==> src/rtl/iic_slave_pkg.sv <==
// Shared constants for the I2C EEPROM responder: FSM encodings, bus levels, device type.
package iic_slave_pkg;

   localparam logic [3:0] DEV_TYPE_DEF = 4'b1010;

   localparam logic ACK         = 1'b0;
   localparam logic NACK        = 1'b1;
   localparam logic SDA_RELEASE = 1'b1;

   typedef logic [3:0] state_t;

   localparam state_t IDLE      = 4'd0;
   localparam state_t DEV_ADDR  = 4'd1;
   localparam state_t DEV_ACK   = 4'd2;
   localparam state_t WORD_ADDR = 4'd3;
   localparam state_t WORD_ACK  = 4'd4;
   localparam state_t WR_DATA   = 4'd5;
   localparam state_t WR_ACK    = 4'd6;
   localparam state_t RD_DATA   = 4'd7;
   localparam state_t RD_ACK    = 4'd8;

   function automatic logic dev_match(input logic [7:0] rx, input logic [3:0] dev_type,
                                      input logic [2:0] straps);
      return rx[7:1] == {dev_type, straps};
   endfunction

endpackage

==> src/rtl/iic_line_sync.sv <==
// Synchronizes scl/sda into clk and flags scl edges plus START/STOP conditions.
// Pulses are one clk wide, three clk after the pin change.
module iic_line_sync (
   input  logic clk,
   input  logic reset_,
   input  logic scl,
   input  logic sda_i,
   output logic sda,
   output logic scl_rise,
   output logic scl_fall,
   output logic start,
   output logic stop
);

   logic scl_m, scl_s, scl_d;
   logic sda_m, sda_s, sda_d;

   // Idle bus is high, so reset the chain high to avoid a false edge after reset.
   always_ff @(posedge clk or negedge reset_) begin
      if (!reset_) begin
         scl_m <= 1'b1;
         scl_s <= 1'b1;
         scl_d <= 1'b1;
         sda_m <= 1'b1;
         sda_s <= 1'b1;
         sda_d <= 1'b1;
      end else begin
         scl_m <= scl;
         scl_s <= scl_m;
         scl_d <= scl_s;
         sda_m <= sda_i;
         sda_s <= sda_m;
         sda_d <= sda_s;
      end
   end

   assign sda      = sda_s;
   assign scl_rise = scl_s & ~scl_d;
   assign scl_fall = ~scl_s & scl_d;
   assign start    = scl_s & scl_d & sda_d & ~sda_s;
   assign stop     = scl_s & scl_d & ~sda_d & sda_s;

endmodule

==> src/rtl/iic_eeprom_slave.sv <==
// 24C02-style I2C EEPROM target: 8-bit word address, page-wrapped writes, sequential reads.
// sda_o only moves on a detected scl fall, except START/STOP which release it at once.
module iic_eeprom_slave
   import iic_slave_pkg::*;
#(
   parameter logic [3:0] DEV_TYPE  = DEV_TYPE_DEF,
   parameter int         ADDR_W    = 8,
   parameter int         MEM_DEPTH = 256,
   parameter int         PAGE_SIZE = 8
) (
   input  logic clk,
   input  logic reset_,
   input  logic scl,
   input  logic sda_i,
   output logic sda_o,
   input  logic a0,
   input  logic a1,
   input  logic a2,
   input  logic wp,
   output logic busy
);

   localparam int PG_W = $clog2(PAGE_SIZE);

   logic              sda, scl_rise, scl_fall, start, stop;
   state_t            state;
   logic [2:0]        bit_cnt;
   logic [6:0]        shift;
   logic [ADDR_W-1:0] addr;
   logic              rw;
   logic [7:0]        mem [MEM_DEPTH];
   logic [7:0]        rx_byte;
   logic [7:0]        rd_byte;
   logic              wr_en;

   iic_line_sync u_sync (
      .clk      (clk),
      .reset_   (reset_),
      .scl      (scl),
      .sda_i    (sda_i),
      .sda      (sda),
      .scl_rise (scl_rise),
      .scl_fall (scl_fall),
      .start    (start),
      .stop     (stop)
   );

   assign rx_byte = {shift, sda};
   assign rd_byte = mem[addr];
   assign wr_en   = scl_rise && !start && !stop && (state == WR_DATA) && (bit_cnt == 3'd7) && !wp;

   always_ff @(posedge clk) begin
      if (wr_en) mem[addr] <= rx_byte;
   end

   always_ff @(posedge clk or negedge reset_) begin
      if (!reset_) begin
         state   <= IDLE;
         sda_o   <= SDA_RELEASE;
         busy    <= 1'b0;
         addr    <= '0;
         bit_cnt <= '0;
         shift   <= '0;
         rw      <= 1'b0;
      end else if (start) begin
         state   <= DEV_ADDR;
         bit_cnt <= '0;
         sda_o   <= SDA_RELEASE;
         busy    <= 1'b0;
      end else if (stop) begin
         state <= IDLE;
         sda_o <= SDA_RELEASE;
         busy  <= 1'b0;
      end else if (scl_rise) begin
         case (state)
            DEV_ADDR, WORD_ADDR, WR_DATA: begin
               shift   <= rx_byte[6:0];
               bit_cnt <= bit_cnt + 3'd1;
               if (bit_cnt == 3'd7) begin
                  if (state == DEV_ADDR) begin
                     rw <= sda;
                     if (dev_match(rx_byte, DEV_TYPE, {a2, a1, a0})) begin
                        state <= DEV_ACK;
                        busy  <= 1'b1;
                     end else begin
                        state <= IDLE;
                     end
                  end else if (state == WORD_ADDR) begin
                     addr  <= rx_byte[ADDR_W-1:0];
                     state <= WORD_ACK;
                  end else if (!wp) begin
                     // Page write: only the in-page offset advances.
                     addr[PG_W-1:0] <= addr[PG_W-1:0] + PG_W'(1);
                     state          <= WR_ACK;
                  end else begin
                     sda_o <= NACK;
                     state <= IDLE;
                  end
               end
            end
            RD_DATA: begin
               bit_cnt <= bit_cnt + 3'd1;
               if (bit_cnt == 3'd7) begin
                  addr  <= addr + ADDR_W'(1);
                  state <= RD_ACK;
               end
            end
            RD_ACK: state <= (sda == ACK) ? RD_DATA : IDLE;
            default: ;
         endcase
      end else if (scl_fall) begin
         case (state)
            // First fall in an ACK state drives the ACK, the second ends it.
            DEV_ACK, WORD_ACK, WR_ACK: begin
               if (sda_o == SDA_RELEASE) begin
                  sda_o <= ACK;
               end else if (state == DEV_ACK && rw) begin
                  sda_o <= rd_byte[7];
                  state <= RD_DATA;
               end else begin
                  sda_o <= SDA_RELEASE;
                  state <= (state == DEV_ACK) ? WORD_ADDR : WR_DATA;
               end
            end
            RD_DATA: sda_o <= rd_byte[3'd7 - bit_cnt];
            default: sda_o <= SDA_RELEASE;
         endcase
      end
   end

endmodule

==> config.mk <==
export PLATFORM = sky130hd
export DESIGN_NAME = iic_eeprom_slave
export DESIGN_NICKNAME = d
export VERILOG_FILES = /design/src/rtl/iic_slave_pkg.sv /design/src/rtl/iic_line_sync.sv /design/src/rtl/iic_eeprom_slave.sv
export SDC_FILE = /design/constraint.sdc
export NUM_CORES = 2
export LEC_CHECK = 0
export CAP_MARGIN = 5
export CORE_UTILIZATION = 35
export CTS_CLUSTER_DIAMETER = 60
export DETAILED_ROUTE_END_ITERATION = 10
export PLACE_DENSITY_LB_ADDON = 0.08
export SYNTH_ARGS = -nofsm -noshare
export SYNTH_HDL_FRONTEND = slang
export SYNTH_SLANG_ARGS = --single-unit
==> constraint.sdc <==
create_clock -name clk -period 4.9 [get_ports clk]
set_clock_uncertainty 0.1 [all_clocks]
set_input_delay 0.49 -clock clk [delete_from_list [all_inputs] [get_ports clk]]
set_output_delay 0.49 -clock clk [all_outputs]
set_load 0.01 [all_outputs]
Yosys cells after proc, flatten, opt, wreduce, memory -nomap -nowiden:

Memory sizes are Yosys's and may differ from the RTL's.
Cells that the tools add are included.
Widths: inputs -> output; s select.

* eq/ne operators: 25
* reductions and logical operators: 30
* add/subtract/negate cells: 4
* bitwise gates (word level): 13
* multiplexer cells: 50
* $lt $le $gt $ge: 1

Operators by type and width (count)
* $mux 4: 9
* $mux 3: 11
* $mux 8: 3
* $mux 1: 21
* $reduce_and 6->1: 3
* $eq 4x3->1 const B: 4
* $pmux 8 s2: 1
* $reduce_and 8->1: 2
* $reduce_bool 3->1: 5
* $ne 4x1->1 const B: 3
* $pmux 4 s3: 1
* $ne 2x2->1 const B: 5
* $ne 5x5->1 const B: 2
* $add 8x1->8 const B: 1
* $eq 4x2->1 const B: 2
* $ne 4x4->1 const B: 2
* $reduce_bool 4->1: 2
* $and 1x1->1: 7
* $eq 7x7->1: 1
* $add 3x1->3 const B: 2
* $logic_and 1x1->1: 6
* $ne 6x1->1 const B: 1
* $not 1->1: 6
* $reduce_bool 2->1: 3
* other kinds (17): 20

* memories: 1
* output and inout port bits: 2
* input bits: 8
* bits in registers: 31
* word-level logic and storage cells: 138
* bits in writable memories: 2048

Memory list
* mem: depth 256, width 8, read ports 1, clocked after Yosys merged registers in 0, write ports 1, line iic_eeprom_slave.sv:31 `logic [7:0] mem [MEM_DEPTH];`

Logic depth before layout (Yosys ltp):

* word-level depth: 11
* depth in mapped cells: 16
* gate-level depth less buffers: 9

Cells and area by module:

From an unflattened synthesis, not the netlist that was laid out.

* cell total of the unflattened synthesis: 3818
* area total of the unflattened synthesis: 80901.3 um^2

Modules (own cells, without submodules)
* iic_eeprom_slave: area an instance 80711.2 um^2, cells each 3808, seq. area each 62125.8 um^2, instances 1
* iic_line_sync: area an instance 190.2 um^2, cells each 10, seq. area each 157.7 um^2, instances 1

Worst setup path before layout:

No wires, ideal clock.

* kind: reg-to-reg
* from: register u_sync.sda_s, in the netlist u_sync.sda
* to: memory mem[40][0] (enable)
* data required time: 4430 ps
* arrival time: 4425 ps
* slack: 5 ps
* library setup time: 370 ps
* buffers on the path: 2
* stages on the path, launching flop included: 11
* clock period less this slack: 4895 ps
* cell sequence: dfstp_2 > xor2_1 > and2_1 > nor2_1 > nand2_1 > or3_1 > clkbuf_1 > nor3_1 > nand2_1 > clkbuf_1 > nor2_1

* longest elaborated chain between the ends: 10
* elaborated cells on any way between the ends: 12
* those cells by class: 2 x mux; 3 x bitwise; 7 x reduce/logical

RTL lines
* start, declared: line iic_line_sync.sv:16 `logic sda_m, sda_s, sda_d;`
* start signal, assigned: line iic_line_sync.sv:32 `sda_s <= sda_m;`
* $not 1->1: line iic_line_sync.sv:40 `assign start = scl_s & scl_d & sda_d & ~sda_s;`
* $and 1x1->1: line iic_line_sync.sv:40
* $logic_not 1->1: line iic_eeprom_slave.sv:50 `assign wr_en = scl_rise && !start && !stop && (state == WR_DATA) && (bit_cnt == 3'd7) && !wp;`
* $logic_and 1x1->1: line iic_eeprom_slave.sv:50
* $logic_and 1x1->1 * (4 in a row): line iic_eeprom_slave.sv:50
* $mux 1 *: line iic_eeprom_slave.sv:53 `if (wr_en) mem[addr] <= rx_byte;`
* $mux 1 (implied by the code) *: line iic_eeprom_slave.sv:53
* end, declared: line iic_eeprom_slave.sv:31

Every way passes the cells marked *; elsewhere a longest branch is shown, timed or not.

Final worst setup path:

* from: register addr[0]
* to: register sda_o

* longest elaborated chain between the ends: 8
* elaborated cells on any way between the ends: 10
* those cells by class: 9 x mux; 1 x memory

RTL lines
* start, declared: line iic_eeprom_slave.sv:29 `logic [ADDR_W-1:0] addr;`
* start signal, assigned: line iic_eeprom_slave.sv:89 `addr <= rx_byte[ADDR_W-1:0];`
* start signal, assigned by index: line iic_eeprom_slave.sv:93 `addr[PG_W-1:0] <= addr[PG_W-1:0] + PG_W'(1);`
* start signal, assigned: line iic_eeprom_slave.sv:104 `addr <= addr + ADDR_W'(1);`
* $mem_v2 256x8 *
* $bmux 1 s3 or $mux 1 (tied branches): line iic_eeprom_slave.sv:125, iic_eeprom_slave.sv:117
* $mux 1 (on tied branches): line iic_eeprom_slave.sv:125, iic_eeprom_slave.sv:115
* $pmux 1 s2 *: line iic_eeprom_slave.sv:112 `case (state)`
* $mux 1 *: line iic_eeprom_slave.sv:111 `end else if (scl_fall) begin`
* $mux 1 *: line iic_eeprom_slave.sv:74 `end else if (scl_rise) begin`
* $mux 1 *: line iic_eeprom_slave.sv:70 `end else if (stop) begin`
* $mux 1 *: line iic_eeprom_slave.sv:65 `end else if (start) begin`
* end signal, assigned: line iic_eeprom_slave.sv:118 `sda_o <= rd_byte[7];`
* end signal, assigned: line iic_eeprom_slave.sv:125 `RD_DATA: sda_o <= rd_byte[3'd7 - bit_cnt];`
* end, declared: line iic_eeprom_slave.sv:15 `output logic sda_o,`

Every way passes the cells marked *; elsewhere a longest branch is shown, timed or not. The select of a mux whose other input is x is not followed.
A chain may end at the register's enable or synchronous reset.

==> impl_metrics.yaml <==
run_status:
  run_status: "complete, no violations"
yosys:
  synth-async-reset-ratio: 0.01491
  gate_count_after_technology_mapping: 3944
  mappedNetlistArea_mm2: 0.08136
  yosys_register_bits: 2079
  synth_enable_flop_cells: 2048
  dominantRegCellSynth: "sky130_fd_sc_hd__edfxtp_1"
  synth_cell_types: 74
  synth_seq_area_share: 0.7656
  synth.yosys.warnings: 0
  synth.net_count: 3960
  post_syn_area_per_cell_um2: 20.63
clock_tree:
  cts.repair.resized: 0
  path_clk_slew_ps: 60
  cts.sinks: 2079
  clock_tree.root_cell: "sky130_fd_sc_hd__clkbuf_16"
  clock_path_buffers: 3
  clock_tree.htree_level_count: 4
  cts-buffers-inserted: 228
  worstSkewPairLatency_ps: 880
  tritoncts: "done"
grt:
  overflow: 0
  grt_start_max_net_pins: 196
  first_pass_grt_wire_length_um: 355200
  grt_pass1_vias: 42706
  initial_antenna_violation_count: 10
  grtUsageTotal: 0.2177
final_layout:
  finish.cell_count_without_fillers: 7604
  ff_latch_area_mm2: 0.06233
  layout-area-overhead-vs-synth_pct: 16.82
  combined_area_of_the_multi_input_logic_cells_mm2: 0.01774
  nFillCells: 20292
  fin_nets: 4407
  post_route_cells_drive_above_1_share: 0.2793
sta:
  final_hold_violation_count: 0
  final.min_clock_period_ps: 4720
  maxClockFrequency_mhz: 211.9
  fin_setup_tns_ps: 0
  fin_crit_sh: 0.9632
  finalWorstSetupSlack_ps: 180.2
  worst_slew_margin_rel: 0.1221
  drv_slew: 0
  setup-violations-final: 0
  setup_repair_after_global_routing_missed_its_margin: "false"
  worst_margin_slew_ps: 1317
placement:
  gp_weighted_congestion: 0.8560
  portBuffers: 9
  placement.setup.worst_slack_ps: 305.6
  detailedPlacementHpwl_um: 162300
  placed_cells: 7184
routing:
  route.vias.total: 41909
  detail_route.wirelength_um: 254900
  ant_nets: 0
  avgViaCountPerCell: 5.511
  detailedRoute.firstIterationViolations: 4263
  drc: 0
  first_pass_iteration_count_of_the_detailed_router: 7
  wire_per_inst_um: 33.52
floorplanning:
  die_width_um: 484.1
  die_area_mm2: 0.2344
  chipHeight_um: 484.1
  io_pins: 10
  initial_utilization: 0.3529
  rows: 176
  total_core_area_mm2: 0.2306
pwr:
  power.ir.vdd_worst_mv: 0.6632
  cellLeakagePower_nw: 29.68
  power_density_mw_per_mm2: 582.7
critical_path:
  setup.worst_path.end_class: "flip-flop"
  worst-setup-path-type: "reg -> reg"
  crit_fanout: 18
  worst_ep_arrival_time_ps: 5420
  required_worst_endpoint_ps: 5600
  critical_path.startpoint_type: "flip-flop"
min_path:
  hold_path.class: "reg -> reg"
run:
  max-cap-violations: 0
## area by class of cell
type | instances | area share
clock inverters | 131 | 0.01276
well taps | 3026 | 0.03984
diodes | 2 | 0.00005266
inverters | 13 | 0.0005398
clock buffers | 284 | 0.06332
flip-flops and latches | 2079 | 0.6558
multi-input cells | 1613 | 0.1867
repair buffers | 456 | 0.04094
## stage by stage
stage / area (um^2) / hold WS [ps] / util / total power (W)
after floorplan: 81360 / 94.41 / - / 0.03180
after global placement: 87770 / 268.8 / 0.3807 / 0.03919
after detailed placement: 87770 / 273.5 / 0.3807 / 0.03922
after CTS: 95030 / 283.9 / 0.4122 / 0.05594
after global routing: 95040 / 287.7 / 0.4122 / 0.05718
final: 95040 / 284.2 / 0.4122 / 0.05538
## power breakdown
part | switching, W | total, W | internal [W]
clock network | 0.00716 | 0.0167 | 0.00953
logic | 0.0106 | 0.0160 | 0.00542
registers | 0.000715 | 0.0227 | 0.0219
## logic make-up after synthesis
family,after synthesis,synth area share
flops,2079,0.7656
mux,643,0.1507
simple gates,585,0.03136
compound gates,373,0.03313
buf+inv,252,0.01761
fa+ha+maj,8,0.001230
xor+xnor,4,0.0004306
## registers in the layout, summed over array words and instances, names as in the netlist
name	count
u_sync.scl_s	1
busy	1
addr	8
state	4
u_sync.sda_d	1
mem	2048
u_sync.scl_d	1
bit_cnt	3
u_sync.scl_m	1
shift	7
sda_o	1
u_sync.sda	1
u_sync.sda_m	1
rw	1
## worst paths after layout
kind / start / slack [ps] / cells past startpoint / endpoint
worst max-delay path: addr[0]$_DFFE_PN0P_ / 180 / 12 / sda_o$_DFFE_PN1P_
worst min-delay path: u_sync.scl_s$_DFF_PN1_ / 280 / 0 / u_sync.scl_d$_DFF_PN1_
worst max register to register: addr[0]$_DFFE_PN0P_ / 180 / 12 / sda_o$_DFFE_PN1P_
worst min register to register: u_sync.scl_s$_DFF_PN1_ / 280 / 0 / u_sync.scl_d$_DFF_PN1_
max in group asynchronous: reset_ / 3790 / 3 / addr[1]$_DFFE_PN0P_
min in group asynchronous: reset_ / 470 / 3 / shift[6]$_DFFE_PN0P_
## synthesized netlist by cell type (all sizes together) (13+ instances only)
cell type	instances	share of area
edfxtp	2048	0.76
a221oi	29	0.0031
nand2	121	0.0056
mux4	461	0.13
clkbuf	90	0.0042
nor2	304	0.014
nand4	19	0.0015
nor2b	13	0.0010
o21ai	27	0.0017
mux2	13	0.0018
buf	149	0.013
o22ai	22	0.0017
nand2b	13	0.0010
a22oi	117	0.011
mux2i	169	0.021
nand3	41	0.0025
nor3	24	0.0015
dfrtp	24	0.0074
a31oi	15	0.0012
a22o	22	0.0024
a21oi	60	0.0037
## worst max-delay path: stages, from the launching register on
cell	delay, ps
sky130_fd_sc_hd__dfrtp_4	630
sky130_fd_sc_hd__buf_12	300
sky130_fd_sc_hd__nor2b_4	950
sky130_fd_sc_hd__buf_4	350
sky130_fd_sc_hd__buf_4	210
sky130_fd_sc_hd__a22oi_1	100
sky130_fd_sc_hd__and3_1	220
sky130_fd_sc_hd__nor4_1	710
sky130_fd_sc_hd__a211oi_1	290
sky130_fd_sc_hd__o22ai_1	240
sky130_fd_sc_hd__a21oi_1	100
sky130_fd_sc_hd__a211oi_1	310
sky130_fd_sc_hd__nor3_1	90
## cells in the final DEF, fill, tap and decap left out, types with 11 or more instances in the layout
| cell | n |
|---|---|
| sky130_fd_sc_hd__bufinv_16 | 16 |
| sky130_fd_sc_hd__edfxtp_1 | 2048 |
| sky130_fd_sc_hd__mux2_2 | 13 |
| sky130_fd_sc_hd__a22o_1 | 22 |
| sky130_fd_sc_hd__o21ai_0 | 26 |
| sky130_fd_sc_hd__a21oi_1 | 60 |
| sky130_fd_sc_hd__dfrtp_1 | 11 |
| sky130_fd_sc_hd__o211ai_1 | 11 |
| sky130_fd_sc_hd__clkinv_2 | 30 |
| sky130_fd_sc_hd__clkbuf_1 | 48 |
| sky130_fd_sc_hd__a221oi_1 | 29 |
| sky130_fd_sc_hd__nor2_1 | 300 |
| sky130_fd_sc_hd__clkbuf_16 | 230 |
| sky130_fd_sc_hd__nor3_1 | 23 |
| sky130_fd_sc_hd__nand4_1 | 19 |
| sky130_fd_sc_hd__clkinv_1 | 57 |
| sky130_fd_sc_hd__buf_4 | 409 |
| sky130_fd_sc_hd__mux4_2 | 451 |
| sky130_fd_sc_hd__nand2_1 | 107 |
| sky130_fd_sc_hd__nand2_2 | 14 |
| sky130_fd_sc_hd__a22oi_1 | 117 |
| sky130_fd_sc_hd__buf_12 | 35 |
| sky130_fd_sc_hd__dfrtp_4 | 11 |
| sky130_fd_sc_hd__nand2b_1 | 13 |
| sky130_fd_sc_hd__o22ai_1 | 22 |
| sky130_fd_sc_hd__a31oi_1 | 15 |
| sky130_fd_sc_hd__nand3_1 | 41 |
| sky130_fd_sc_hd__mux2i_1 | 169 |
## routing by layer
layer	vias to the layer above	share of wire	GRT usage	wire length (um)
met5	-	0	0	0
li1	17347	-	-	-
met2	1330	0.46	0.3366	117800
met1	22906	0.46	0.3180	116900
met4	0	0.025	0.05723	6287
met3	326	0.055	0.03641	13930
## what timing repair did
action / in CTS / in global routing
hold buffers: 3 / 0
endpoints found under the hold margin: 26 / 0
setup endpoints to repair: 0 / 0
setup buffers: 0 / 0
Power figures use the tool's default switching activity.
